==> src/rtl/snake_object_gen.sv <==
// snake_object_gen: snake movement, collisions, apple pulse and per-pixel object codes; SNAKE_SPEEDUP_EN enables per-apple tick shortening
module snake_object_gen #(
  parameter int MAX_LEN     = 16,
  parameter int TICK_CYCLES = 6250000,
  parameter int TICK_STEP   = 250000,
  parameter int TICK_MIN    = 1250000
) (
  input  logic       Clk_25mhz,
  input  logic       Rst,
  input  logic [9:0] Pixel_x,
  input  logic [9:0] Pixel_y,
  input  logic [1:0] Dir_in,
  input  logic       Dir_valid,
  input  logic       Start,
  input  logic [5:0] Apple_x,
  input  logic [4:0] Apple_y,
  output logic [1:0] Object,
  output logic       Apple_eaten,
  output logic       Game_over,
  output logic [5:0] Snake_len,
  output logic [5:0] Head_x,
  output logic [4:0] Head_y
);
  typedef enum logic [1:0] {IDLE, RUN, DEAD} state_t;
  state_t r_state, w_next;
  logic [5:0] r_seg_x [MAX_LEN];
  logic [4:0] r_seg_y [MAX_LEN];
  logic [5:0] r_len;
  logic [1:0] r_dir, r_pend;
  logic [31:0] r_cnt, w_period;
  logic [5:0] w_nx, w_cx, w_cy;
  logic [4:0] w_ny;
  logic w_init, w_tick, w_hit, w_grow, w_self, w_die, w_in, w_pwall, w_pbody, r_eat;
`ifdef SNAKE_SPEEDUP_EN
  logic [31:0] r_period;
  // move period shrinks by one step per apple, floored
  always_ff @(posedge Clk_25mhz)
    if (Rst || w_init) r_period <= 32'(TICK_CYCLES);
    else if (w_tick && !w_die && w_hit) r_period <= (r_period >= 32'(TICK_MIN + TICK_STEP)) ? r_period - 32'(TICK_STEP) : 32'(TICK_MIN);
  assign w_period = r_period;
`else
  assign w_period = 32'(TICK_CYCLES);
`endif
  // state register
  always_ff @(posedge Clk_25mhz) r_state <= Rst ? IDLE : w_next;
  // start from IDLE/DEAD re-initialises, a colliding tick kills
  always_comb begin
    w_init = (r_state != RUN) && Start;
    w_next = w_init ? RUN : (w_tick && w_die) ? DEAD : r_state;
  end
  // candidate head cell, growth and collision decision for this tick
  always_comb begin
    w_tick = (r_state == RUN) && (r_cnt == w_period - 32'd1);
    w_nx = r_pend == 2'b11 ? r_seg_x[0] + 6'd1 : r_pend == 2'b10 ? r_seg_x[0] - 6'd1 : r_seg_x[0];
    w_ny = r_pend == 2'b01 ? r_seg_y[0] + 5'd1 : r_pend == 2'b00 ? r_seg_y[0] - 5'd1 : r_seg_y[0];
    w_hit = (w_nx == Apple_x) && (w_ny == Apple_y);
    w_grow = w_hit && (r_len < 6'(MAX_LEN));
    w_self = 1'b0;
    for (int i = 1; i < MAX_LEN; i++)
      if (r_seg_x[i] == w_nx && r_seg_y[i] == w_ny && 6'(i) + (w_grow ? 6'd0 : 6'd1) < r_len) w_self = 1'b1;
    w_die = w_nx == 6'd0 || w_nx == 6'd39 || w_ny == 5'd0 || w_ny == 5'd29 || w_self;
  end
  // classify the scanned pixel's cell against borders and body
  always_comb begin
    w_cx = Pixel_x[9:4];
    w_cy = Pixel_y[9:4];
    w_in = (Pixel_x < 10'd640) && (Pixel_y < 10'd480);
    w_pwall = w_cx == 6'd0 || w_cx == 6'd39 || w_cy == 6'd0 || w_cy == 6'd29;
    w_pbody = 1'b0;
    for (int i = 1; i < MAX_LEN; i++)
      if (r_seg_x[i] == w_cx && {1'b0, r_seg_y[i]} == w_cy && 6'(i) < r_len) w_pbody = 1'b1;
  end
  // registered object code, WALL over HEAD over BODY
  always_ff @(posedge Clk_25mhz)
    if (Rst) Object <= 2'b00;
    else Object <= !w_in ? 2'b00 : w_pwall ? 2'b11 : (w_cx == r_seg_x[0] && w_cy == {1'b0, r_seg_y[0]}) ? 2'b01 : w_pbody ? 2'b10 : 2'b00;
  // snake body shift, length and direction registers
  always_ff @(posedge Clk_25mhz) begin
    if (Rst || w_init) begin
      for (int i = 0; i < MAX_LEN; i++) begin
        r_seg_x[i] <= i == 0 ? 6'd20 : i == 1 ? 6'd19 : 6'd18;
        r_seg_y[i] <= 5'd15;
      end
      r_len <= 6'd3;
      r_dir <= 2'b11;
      r_pend <= 2'b11;
    end else begin
      if (Dir_valid && Dir_in != {r_dir[1], ~r_dir[0]}) r_pend <= Dir_in;
      if (w_tick) r_dir <= r_pend;
      if (w_tick && !w_die) begin
        for (int i = 1; i < MAX_LEN; i++) begin
          r_seg_x[i] <= r_seg_x[i-1];
          r_seg_y[i] <= r_seg_y[i-1];
        end
        r_seg_x[0] <= w_nx;
        r_seg_y[0] <= w_ny;
        if (w_grow) r_len <= r_len + 6'd1;
      end
    end
  end
  // tick counter runs only in RUN; apple pulse on a surviving tick
  always_ff @(posedge Clk_25mhz) begin
    if (Rst) begin
      r_cnt <= 32'd0;
      r_eat <= 1'b0;
    end else begin
      r_cnt <= (r_state != RUN || w_tick) ? 32'd0 : r_cnt + 32'd1;
      r_eat <= w_tick && !w_die && w_hit;
    end
  end
  assign Apple_eaten = r_eat;
  assign Game_over = r_state == DEAD;
  assign Snake_len = r_len;
  assign Head_x = r_seg_x[0];
  assign Head_y = r_seg_y[0];
endmodule

==> config.mk <==
export PLATFORM = sky130hd
export DESIGN_NAME = snake_object_gen
export DESIGN_NICKNAME = d
export VERILOG_FILES = /design/src/rtl/snake_object_gen.sv
export SDC_FILE = /design/constraint.sdc
export NUM_CORES = 1
export LEC_CHECK = 0
export CAP_MARGIN = 5
export CORE_MARGIN = 2
export CORE_UTILIZATION = 45
export DETAILED_ROUTE_END_ITERATION = 10
export MAX_ROUTING_LAYER = met4
export SYNTH_ARGS = -nofsm -noshare
export SYNTH_HDL_FRONTEND = slang
export SYNTH_SLANG_ARGS = --single-unit
==> constraint.sdc <==
create_clock -name Clk_25mhz -period 16.9 [get_ports Clk_25mhz]
set_clock_uncertainty 0.15 [all_clocks]
set_input_delay 3.38 -clock Clk_25mhz [delete_from_list [all_inputs] [get_ports Clk_25mhz]]
set_output_delay 3.38 -clock Clk_25mhz [all_outputs]
set_load 0.005 [all_outputs]
Word level (Yosys, flattened, before mapping)
Memories as Yosys holds them, arrays and structs flattened.
Index checks and enable logic that the tools add are counted.

word-level totals
  flip-flop bits (word level) = 47
  latch bits = 0
  RAM bits = 176
  ROM bits = 0
  input port bits = 37
  output and inout bits = 21
  word-level logic and storage cells = 341
  memories = 2

memory list
  memory   words  width  read ports  clocked after memory_dff  write ports  line  RTL
  r_seg_x  16     6      16          0                         16           26    logic [5:0] r_seg_x [MAX_LEN];
  r_seg_y  16     5      16          0                         16           27    logic [4:0] r_seg_y [MAX_LEN];

cells by class
  $add $sub $neg = 21
  $mul = 0
  divide/modulo/power cells = 0
  $lt $le $gt $ge = 33
  equality and inequality tests = 76
  shift operators = 0
  mux-type cells = 77
  bitwise operators = 34
  reduce and logical (&&, ||, !) cells = 90

operator list
  kind                   count
  $eq 6x6->1             32
  $mux 6                 18
  $eq 5x6->1             15
  $mux 5                 18
  $lt 6x6->1             14
  $eq 5x5->1             16
  $logic_and 1x1->1      70
  $lt 4x6->1 const A     8
  $add 4x6->6 const A    7
  $mux 1                 38
  $add 32x1->32 const B  1
  $eq 32x23->1 const B   1
  $or 1x1->1             32
  $add 3x6->6 const A    4
  $lt 3x6->1 const A     4
  $logic_not 6->1        3
  $add 2x6->6 const A    2
  $add 6x1->6 const B    2
  $eq 6x6->1 const B     2
  $lt 2x6->1 const A     2
  $lt 10x10->1 const B   1
  $lt 10x9->1 const B    1
  $logic_or 1x1->1       9
  $add 1x6->6 const A    1
  other kinds (22)       30

Logic depth before layout (Yosys ltp)
An unclocked memory read counts as a cell.

  word-level depth = 33
  depth in mapped cells = 25

Worst setup path after synthesis
Ideal clock, no wire load.

  path type = input port to flip-flop
  from = input Apple_y[0]
  to = memory r_seg_x[0][0] (enable)
  arrival = 8868 ps
  required time = 15749 ps
  slack = 6881 ps
  stages = 19
  cell sequence = xnor2_1 or3_1 a22oi_1 nand4b_1 or3_1 clkbuf_1 ha_1 inv_1 a21o_1 a21oi_1 o2111ai_1 or4_1 nor4_1 nor2_1 o221a_2 nand4_2 buf_4 buf_2 nand2_1

RTL lines
  what             line  RTL
  start, declared  16    input logic [4:0] Apple_y,
  end, declared    26

==> results.json <==
{
  "status": "finished clean",
  "crit_required_ns": 16.93,
  "routedWlPerCell_um": 25.5,
  "core_um2": 32600,
  "cts_setup_buffers": 0,
  "powerDensity_nw_per_um2": 77.4,
  "cp-start-kind": "primary input",
  "dr.pass1.iters": 5,
  "synth_top_cell_by_area": "edfxtp_1",
  "gp_congestion": 0.993,
  "nNetsFinal": 1702,
  "max_freq_ghz": 0.102,
  "p_leak_nw": 5.90,
  "cp-end-kind": "register",
  "cts_max_level": 1,
  "final_common_cell": "xor2_1",
  "crit_path_start": "Apple_y[0]",
  "die_area_um2": 34800,
  "cts-buffers-inserted": 26,
  "hold_slack_ns": 0.303,
  "drive_gt1_share_pct": 6.65,
  "synth_cell_type_count": 83,
  "ys_warn_count": 0,
  "clock_sinks": 223,
  "register_area_um2": 5570,
  "min_path_type": "reg -> reg",
  "cp_max_fo": 68,
  "ir_worst_vdd_mv": 0.0690,
  "slew_viol_final": 0,
  "hold_path_depth": 1,
  "multiInputGateArea_um2": 8780,
  "fin_ws_ns": 7.09,
  "arrival_ns": 9.84,
  "grt_max_degree": 72,
  "path_class": "in -> reg",
  "synth-simple-area-share_pct": 22.3,
  "slew_headroom_pct": 21.1,
  "rr_worst_depth": 18,
  "die_w_um": 186,
  "synth_fa_ha_area_share_pct": 1.25,
  "num_io_pins": 58,
  "synth_cells": 1660,
  "fin_crit_sh_pct": 58.0,
  "synthArstFlopShare_pct": 0,
  "drtAntennaViolNets": 0,
  "wl_met3_um": 5450,
  "stdcell_count": 2111,
  "ys_ff_latch": 223,
  "maxCapViolCount": 0,
  "setup_viol": 0,
  "pre_cts_ws_ns": 6.59,
  "worst_pin_slew_ns": 1.18,
  "cts.clk_slew.worst_paths_ns": 0.06,
  "cts-hold-fix-buffers": 0,
  "rsz0062_at_grt": "false",
  "fill_cells": 3074,
  "synth_area_per_cell_um2": 9.02,
  "grt_pass1_vias": 12500,
  "finalPower_mw": 1.29,
  "clock_latency_ns": 0.57,
  "synthMuxAreaShare_pct": 0.744,
  "rr_startpoint": "r_pend[1]$_SDFFE_PP1P_",
  "fin_crit_ns": 9.81,
  "port_buffers": 49,
  "synth_edf_count": 110,
  "post_cts_resized": 0,
  "synth_top_family_by_area": "XOR/XNOR gates",
  "setup_tns_ns": 0,
  "met1_length_um": 22400,
  "start_util_pct": 45.9,
  "grt_pass1_wl_um": 79800,
  "ys.flop_type": "dfxtp_1",
  "ys_seq_area_share_pct": 37.2,
  "via_count": 13300,
  "synth.top_cell.area_share_pct": 22.1,
  "initialDrtViolationCount": 1750,
  "grt_use_total_pct": 31.1,
  "synth-xor-area-share_pct": 23.9,
  "drc": 0,
  "die_y_um": 186,
  "synthTopCellsByArea": "edfxtp_1 22%, dfxtp_1 15%, xor2_1 12%",
  "top_layer_used": "met4",
  "cts-root-buf": "clkbuf_16",
  "hold_viol": 0,
  "syn_area_um2": 15000,
  "place_hpwl_um": 35300,
  "areaGrowthSynthToFinish_pct": 11.1,
  "wl_met2_um": 23500,
  "diodes": 0,
  "routed_wirelength_um": 53800,
  "grt_overflow": 0,
  "layout_common_cells": "212 x xor2_1, 198 x nand2_1, 145 x xnor2_1",
  "syn_nets": 1712,
  "cts_buffer_depth": 3,
  "cts_tree": "built",
  "dpl.cell_count": 2064,
  "antenna_found_initial": 1,
  "vias_per_cell": 6.29,
  "rows": 66,
  "hold_start": "r_cnt[0]$_SDFF_PP0_",
  "synth_compound_area_share_pct": 10.1
}
==> where the power goes <==
part / switching (mW) / internal (mW)
clock network: 0.250 / 0.287
logic: 0.103 / 0.0595
registers: 0.0136 / 0.575
total: 0.367 / 0.921
==> area by class of cell <==
class,instances,area share (%)
repair buffers,97,5.11
clock buffers,30,4.00
inverters,24,0.542
multi-input cells,1278,52.8
flip-flops and latches,223,33.5
well taps,442,3.32
clock inverters,17,0.775
==> metrics by stage <==
| step | utilization [%] | instance area [um^2] |
|---|---|---|
| after floorplan | - | 15000 |
| after global placement | 48.6 | 15800 |
| after detailed placement | 48.6 | 15800 |
| after CTS | 51.0 | 16600 |
| after global routing | 51.0 | 16600 |
| final | 51.0 | 16600 |
==> worst max-delay path, cell delays in order <==
cell	delay [ns]
clkdlybuf4s50_1	0.42
xnor2_1	0.14
or3_1	0.36
a22oi_1	0.16
nand4b_1	0.34
or3_1	0.66
inv_1	0.26
ha_1	0.28
nor4_1	0.25
nand4_1	0.13
nor3_1	0.23
nor3_1	0.13
a2111o_1	0.41
a311oi_2	0.42
nand4_4	0.61
nand2_4	0.72
buf_4	0.81
==> flip-flops by register name, summed over array words and instances, names as in the netlist, 2 cells and up <==
register,flops
Object,2
Snake_len,6
r_cnt,32
r_dir,2
r_pend,2
r_seg_x,96
r_seg_y,80
r_state,2
==> synth_stat cells, drive strengths merged, types with 7 or more instances <==
library cell	count
or4	12
nor4	52
xnor2	147
inv	23
and3	49
o21ai	33
a21o	8
a2111oi	7
ha	15
clkbuf	78
buf	57
nand3	84
xor2	212
xnor3	18
a21oi	69
nor2	74
o211ai	13
a32oi	7
dfxtp	113
edfxtp	110
mux2i	10
a31oi	7
nand2	200
o2111ai	12
nand2b	7
nor3	30
or3	69
nand4	46
a211oi	7
==> metal layers <==
metal | track usage, % | vias to the layer above
met5 | - | -
met4 | 13.5 | 0
met3 | 5.06 | 162
met2 | 45.9 | 735
met1 | 42.2 | 6483
li1 | - | 5891
==> cell families (layout without fill, tap and decap cells) <==
group,count (synthesis),in the layout
xor gates and xnor gates,377,377
muxes,11,11
adders and majority gates,15,15
AOI/OAI and AO/OA,221,221
buffers and inverters,159,168
DFF,223,223
and+or+nand+nor,654,654
==> final timing paths <==
| kind | slack (ns) | end |
|---|---|---|
| worst max register to register | 8.56 | r_seg_y[2][2]$_SDFFCE_PN1P_ |
| worst min register to register | 0.30 | r_cnt[0]$_SDFF_PP0_ |
| worst min-delay path | 0.30 | r_cnt[0]$_SDFF_PP0_ |
| worst max-delay path | 7.09 | r_seg_y[2][2]$_SDFFCE_PN1P_ |
Power figures use the tool's default switching activity.
